$ cat config.mk
export PLATFORM = sky130hd
export DESIGN_NAME = enc8to3_pri_hs
export DESIGN_NICKNAME = d
export VERILOG_FILES = /design/src/rtl/enc8to3_pri_hs.sv
export SDC_FILE = /design/constraint.sdc
export NUM_CORES = 1
export LEC_CHECK = 0
export CAP_MARGIN = 25
export CORE_MARGIN = 4
export CORE_UTILIZATION = 35
export CTS_BUF_LIST = sky130_fd_sc_hd__clkbuf_8 sky130_fd_sc_hd__clkbuf_16
export DETAILED_ROUTE_END_ITERATION = 12
export PLACE_DENSITY = 0.71
export SLEW_MARGIN = 40
export SYNTH_ARGS = -nofsm -noshare
export SYNTH_HDL_FRONTEND = slang
export SYNTH_SLANG_ARGS = --single-unit
$ cat constraint.sdc
create_clock -name CLK -period 2.9 [get_ports CLK]
set_clock_uncertainty 0.05 [all_clocks]
set_input_delay 0.435 -clock CLK [delete_from_list [all_inputs] [get_ports CLK]]
set_output_delay 0.435 -clock CLK [all_outputs]
set_load 0.02 [all_outputs]
$ cat src/rtl/enc8to3_pri_hs.sv
// Registered 8-to-3 priority encoder with request latching and valid/ack handshake.
// Optional round-robin arbitration when ENC_ROUND_ROBIN_EN is defined.
module enc8to3_pri_hs #(
  parameter bit HI_FIRST = 1'b1
) (
  input  logic       CLK,
  input  logic       RST_N,
  input  logic       G,
  input  logic [7:0] I,
  input  logic       ACK,
  output logic       A,
  output logic       B,
  output logic       C,
  output logic       VALID,
  output logic [7:0] PEND
);

  typedef enum logic {
    IDLE  = 1'b0,
    GRANT = 1'b1
  } state_t;

  state_t     state, state_next;
  logic [2:0] idx, idx_next, grant_idx;
  logic [7:0] clr, pend_next;
  logic       ack_fire;

`ifdef ENC_ROUND_ROBIN_EN
  logic [2:0] last, scan_base;

  function automatic logic [2:0] rr_encode(input logic [7:0] p, input logic [2:0] base);
    logic       found;
    logic [2:0] j;
    rr_encode = '0;
    found     = 1'b0;
    for (int unsigned k = 0; k < 8; k++) begin
      j = 3'(base + 3'd1 + 3'(k));
      if (!found && p[j]) begin
        rr_encode = j;
        found     = 1'b1;
      end
    end
  endfunction

  // On an ACK edge the pointer moves to the current grant, so the back-to-back
  // grant must already scan from the index being acknowledged.
  always_comb begin
    scan_base = ack_fire ? idx : last;
    grant_idx = rr_encode(pend_next, scan_base);
  end

  always_ff @(posedge CLK) begin
    if (!RST_N)        last <= '0;
    else if (ack_fire) last <= idx;
  end
`else
  function automatic logic [2:0] pri_encode(input logic [7:0] p);
    pri_encode = '0;
    for (int unsigned i = 0; i < 8; i++) begin
      if (HI_FIRST) begin
        if (p[3'(i)]) pri_encode = 3'(i);
      end else begin
        if (p[3'(7 - i)]) pri_encode = 3'(7 - i);
      end
    end
  endfunction

  always_comb grant_idx = pri_encode(pend_next);
`endif

  always_comb begin
    ack_fire = (state == GRANT) && ACK;
    clr      = '0;
    if (ack_fire) clr[idx] = 1'b1;
    pend_next = (PEND & ~clr) | (G ? 8'h00 : I);

    state_next = state;
    idx_next   = idx;
    case (state)
      IDLE: begin
        if (!G && pend_next != '0) begin
          state_next = GRANT;
          idx_next   = grant_idx;
        end
      end
      GRANT: begin
        if (ACK) begin
          if (!G && pend_next != '0) idx_next   = grant_idx;
          else                       state_next = IDLE;
        end
      end
      default: state_next = IDLE;
    endcase
  end

  always_ff @(posedge CLK) begin
    if (!RST_N) begin
      state <= IDLE;
      idx   <= '0;
      PEND  <= '0;
    end else begin
      state <= state_next;
      idx   <= idx_next;
      PEND  <= pend_next;
    end
  end

  assign A     = idx[0];
  assign B     = idx[1];
  assign C     = idx[2];
  assign VALID = (state == GRANT);

endmodule
==> impl_metrics.yaml <==
layout:
  finalNonFillerCells: 128
  layout-drive-gt1-share_pct: 8.74
  fillers: 183
  syn_to_final_growth_pct: 42.0
  postLayoutCellArea_um2: 986
  multi_input_area_um2: 435
  antenna_cells: 0
  seqCellArea_um2: 240
  nets: 117
yosys:
  ys_top_cells_by_count: "dfxtp_1, a21boi_0, nand2_1, nor2b_1"
  synth_top_area_share_pct: 34.6
  syn_avg_cell_area_um2: 8.79
  yosysTopAreaCell: "dfxtp_1"
  synth_ff_type: "dfxtp_1"
  ys_ff_latch: 12
  seq_area_frac_synth_pct: 34.6
  synth_nets: 91
  ys_types: 34
  netlist_top_cells_area: "dfxtp_1, a21boi_0, nor2b_1"
  async_flop_share_pct: 0
  yosysWarnings: 0
  syn_inst: 79
  synth.cell_area_um2: 694
  synth.most_common_cell: "dfxtp_1"
  synth_edf_count: 0
drt:
  ant_nets: 0
  via_per_inst: 5.66
  wl_um: 1870
  drc: 0
  routedWlPerCell_um: 14.6
  drt_iter0_drc: 19
  vias: 724
  drtPass1Iterations: 4
clocking:
  post_cts_buffers: 0
  cts_hold_buffers: 0
  cts_resized: 0
  cts_tree: "done"
  htree_levels: 1
  worstSkewPairLatency_ns: 0.24
  clk_pin_slew_ns: 0.06
  cts_sinks: 12
  clockBufferDepth: 2
  cts_buffers: 3
  cts_root_buf: "clkbuf_8"
placed_design:
  dp_cells: 125
  io_buffer_count: 23
  post-dp-hpwl_um: 1450
  dp_slack_ns: 0.516
  postPlaceCellArea_um2: 945
  place.gp.congestion: 0.956
global_routing:
  grt_pass1_vias: 689
  grt_max_degree: 15
  antenna_found_initial: 0
  grt.total_usage_pct: 15.1
  gr-total-overflow: 0
  grt_pass1_wl_um: 3110
timing:
  finalMaxSlewViolations: 0
  finalCritPeriodShare_pct: 74.4
  setup_viol: 0
  worst_pin_slew_ns: 0.473
  fin_setup_tns_ns: 0
  whs_ns: 0.450
  final.min_clock_period_ns: 2.16
  slew_headroom_pct: 68.1
  timing.fmax_ghz: 0.464
  grt_setup_unrepaired: "no"
  finalHoldViolCount: 0
  setup_ws_ns: 0.743
floorplanning:
  die_area_um2: 2760
  die_h_um: 52.5
  die_w_um: 52.5
  core.rowCount: 15
  fp.coreArea_um2: 1800
  io-pin-count: 24
  start_util_pct: 38.5
setup_path:
  endpoint_kind: "register"
  slowest_stage: "clkdlybuf4s50_1"
  critPathMaxStageDelay_ns: 0.55
  cp.required_ns: 2.97
  crit_chain: "clkdlybuf4s50_1 -> nand3_2 -> a221o_1 -> or2_4 -> o31a_1 -> mux2i_1"
  crit_start: "ACK"
  start_kind: "input pin"
  r2r-start: "idx[0]$_SDFFE_PN0P_"
  cp_data_arrival_time_ns: 2.22
  path_max_fanout: 5
  critPathKind: "in2reg"
worst_hold_path:
  min_path_type: "reg2reg"
  hp-start: "PEND[0]$_SDFF_PN0_"
outcome:
  status: "complete, no violations"
pwr:
  worst_ir_drop_vdd_mv: 0.417
  power_density_nw_per_um2: 519
  leakage_nw: 0.343
flow_run:
  maxCapViolations: 0
[through the flow]
| stage | util, % | total power, W |
|---|---|---|
| 4_1_cts | 54.7 | 0.000513 |
| 6_report | 54.7 | 0.000512 |
| 3_3_place_gp | 52.4 | 0.000358 |
| 5_1_grt | 54.7 | 0.000537 |
| 3_5_place_dp | 52.4 | 0.000361 |
| 2_1_floorplan | - | 0.000295 |
[layout make-up]
cell class | count | share of cell area [%]
well taps | 25 | 3.17
repair buffers | 23 | 23.4
inverters | 2 | 0.761
multi-input cells | 63 | 44.2
clock buffers | 3 | 4.19
flip-flops and latches | 12 | 24.4
[sequential cells by signal, summed over array words and instances (netlist names)]
register	cells
idx	3
VALID	1
PEND	8
[layout by cell type, fill, tap and decap left out, drive strengths merged]
cell and count:
mux2i 1, o21ai 6, nor2b 6, a221o 1, clkdlybuf4s50 23, or2 3
nand2 6, o31a 1, a21oi 3, o31ai 1, o22ai 1, mux2 1
nand3b 1, and2 3, inv 2, nand2b 2, dfxtp 12, o21a 5
nand3 3, a31oi 1, clkbuf 3, a211oi 2, nand4 2, nand4b 1
o41ai 1, a21boi 6, o211ai 3, a221oi 3
[final timing paths]
kind              slack (ns)  cells past startpoint             endpoint
setup reg to reg        0.92                      5  idx[1]$_SDFFE_PN0P_
hold reg to reg         0.45                      2   PEND[0]$_SDFF_PN0_
hold / removal          0.45                      2   PEND[0]$_SDFF_PN0_
setup / recovery        0.74                      6  idx[1]$_SDFFE_PN0P_
[power by group]
part | switching (W) | internal, W
registers | 0.0000235 | 0.000182
logic | 0.0000739 | 0.0000793
clock network | 0.0000618 | 0.0000916
total | 0.000159 | 0.000353
[cell families (layout without fill, tap and decap cells)]
kind of cell	count (synthesis)	after routing	synth area share, %
buffers and inverters	4	28	2.70
AOI/OAI and AO/OA	34	34	35.3
and+or+nand+nor	27	27	24.3
DFF	12	12	34.6
muxes	2	2	3.06
[layer usage]
layer | GRT usage, % | routed length [um] | share of wire [%] | vias up
li1 | - | - | - | 353
met1 | 18.3 | 869 | 46 | 330
met2 | 24.6 | 852 | 45 | 33
met3 | 3.13 | 88 | 4.7 | 8
met4 | 8.09 | 62 | 3.3 | 0
met5 | 0 | 0 | 0 | -
[critical path: cells and delay by family]
| family | cells | cell delay [ns] |
|---|---|---|
| AO/OA/AOI/OAI | 2 | 0.69 |
| buffers and inverters | 1 | 0.55 |
| multiplexers | 1 | 0.13 |
| AND/OR/NAND/NOR | 2 | 0.41 |
No activity file was read; power rests on OpenSTA's default activity.
==> variant, RTL diff (same flow settings) <==
Set the parameter `HI_FIRST` to 1'b0 (it was 1'b1).
--- a/src/rtl/enc8to3_pri_hs.sv
+++ b/src/rtl/enc8to3_pri_hs.sv
@@ -1,7 +1,7 @@
 // Registered 8-to-3 priority encoder with request latching and valid/ack handshake.
 // Optional round-robin arbitration when ENC_ROUND_ROBIN_EN is defined.
 module enc8to3_pri_hs #(
-  parameter bit HI_FIRST = 1'b1
+  parameter bit HI_FIRST = 1'b0
 ) (
   input  logic       CLK,
   input  logic       RST_N,
Behaviour: not the same (a bounded check fails within 4 cycles, from zero or initial values and one cycle with RST_N low).
==> variant against the unedited design <==
  * Sequential cell count unchanged
  * Wire length up 12%
  * Setup slack got worse by 0.17 ns
  * Synthesized area grew 14%
  * Final area increased by 9.0%
  * Critical path depth rose by 1
  * Synthesized cell count up 15%
  * Total power is 0.14% higher
  * Largest cell class unchanged
==> variant: results (changes against the unedited design) <==
- Status: completed (unchanged)
- CP max stage delay: 0.61 ns (was 0.55 ns)
- 1st-pass router iterations: 4 (unchanged)
- Post-Syn Nets: 103 (was 91)
- Final min period: 2.32 ns (was 2.16 ns)
- Fraction of registers with async set or reset after synthesis: 0% (unchanged)
- Dominant synthesized flop cell: dfxtp_1 (unchanged)
- Power Density: 477 nW/um^2 (was 519 nW/um^2)
- Clock Latency Late Sink: 0.24 ns (about the same)
- Vias in the first global route: 738 (was 689)
- Critical Path AT: 2.40 ns (was 2.22 ns)
- Largest net degree at the start of global routing: 14 (was 15)
- Placed instance area: 1030 sq um (was 945 sq um)
- Final #Nets: 129 (was 117)
- Synth unique cells: 39 (was 34)
- Antenna fix cells: 0 (unchanged)
- Worst hold path type: reg2reg (unchanged)
- H-tree depth: 1 (unchanged)
- Detailed placer's ending HPWL: 1600 um (was 1450 um)
- Most flop-heavy register: PEND (unchanged)
- Clk slew on worst S/H paths: 0.05 ns
- Most instantiated cells after synthesis: dfxtp_1, nor2_1, o21ai_0 (was dfxtp_1, a21boi_0, nand2_1, nor2b_1)
- RR Startpoint: idx[0] (unchanged)
- Initial antenna violation count: 0 (unchanged)
- CP max stage cell: clkdlybuf4s50_1 (unchanged)
- First-pass GRT wire length: 3550 um (was 3110 um)
- Post-CTS resize count: 0 (unchanged)
- Via count: 791 (was 724)
- # port buffers: 23 (unchanged)
- Seq/Total Area, Yosys: 30.3% (was 34.6%)
- Yosys warning total: 0 (unchanged)
- Top post-synthesis cells by area: dfxtp_1, o21ai_0, o211a_1 (was dfxtp_1, a21boi_0, nor2b_1)
- Postcts setup bufs: 0 (unchanged)
- Peak supply drop: 432 uV (was 417 uV)
- CP Launch Point: ACK (unchanged)
- DRT iter0 DRCs: 34 (was 19)
- Layout cell share with drive strength beyond 1: 10.4% (was 8.74%)
- Fillers: 198 (was 183)
- RePlAce Congestion: 0.914 (was 0.956)
- CP max FO: 6 (was 5)
- Max FFs per register: 8 (unchanged)
- Total CTS buffers: 3 (unchanged)
- LEAKAGE: 0.425 nW (was 0.343 nW)
- Gr usage total: 14.4% (was 15.1%)
- CTS max path bufs: 2 (unchanged)
- WL final: 2100 um (was 1870 um)
- Hold_sp: PEND[1] (was PEND[0])
- Slew HR: 70.3% (was 68.1%)
- CTS Root Cell: clkbuf_8 (unchanged)
- Place WS: 0.355 ns (was 0.516 ns)
- Top delay family on crit path: compound AO/OA/AOI/OAI gates (unchanged)
- Sw Pwr: 0.163 mW (was 0.159 mW)
[variant: changes by cell type in the layout (fill, tap and decap cells not counted), moves of 2 or more]
cell / change
a21boi_0: -3
o21ai_0: +2
nor2b_1: -2
nor3_1: +2
o211ai_1: -3
inv_1: +3
a21oi_1: +2
nor2_1: +7
o211a_1: +3
nand2b_1: +2
[variant: stage by stage]
stage | power (mW) | instances
finish | 0.512 | 142
global route | 0.545 | 142
CTS | 0.520 | 142
detailed placement | 0.361 | 139
global placement | 0.361 | 139
floorplan | 0.300 | 91
[variant: worst reg2reg max path: stages, from the launching register on]
cell	delay, ns
dfxtp_1	0.53
and2b_2	0.28
o32ai_4	0.33
o211ai_4	0.14
nor4_4	0.34
nor3_2	0.08
o211a_1	0.22
[variant: cell type report]
class                      count  area, sq um  share of cell area, %
timing repair buffer          24          238                   22.1
clock buffer                   3         41.3                   3.84
tap                           27         33.8                   3.14
sequential                    12          240                   22.4
inverter                       5         18.8                   1.75
multi-input combinational     71          503                   46.8
[variant: path summary, 6_finish.rpt]
| path | cells after the start | end | slack [ns] |
|---|---|---|---|
| worst max register to register | 6 | idx[2] | 0.83 |
| worst min-delay path | 2 | PEND[1] | 0.48 |
| worst max-delay path | 7 | idx[2] | 0.58 |
| worst min register to register | 2 | PEND[1] | 0.48 |
[variant: cell families (layout without fill, tap and decap cells)]
group,after synthesis,count (layout),synth area share (%)
and+or+nand+nor,36,36,28.5
AOI/OAI and AO/OA,34,34,33.6
DFF,12,12,30.3
buffers and inverters,8,32,6.31
muxes,1,1,1.26
[variant: layer usage]
metal / vias to the layer above / track usage [%] / part of all wire [%]
met5: - / 0 / 0
met2: 34 / 19.4 / 43
met4: 0 / 2.08 / 0.33
li1: 386 / - / -
met3: 2 / 6.03 / 8.2
met1: 369 / 21.3 / 48
[variant: power by group through the flow]
stage / clock, mW / combinational (mW) / sequential, mW
after floorplan: 0 / 0.0838 / 0.216
after global placement: 0 / 0.156 / 0.205
after detailed placement: 0 / 0.156 / 0.205
after CTS: 0.161 / 0.157 / 0.202
after global routing: 0.170 / 0.170 / 0.205
final: 0.154 / 0.157 / 0.202
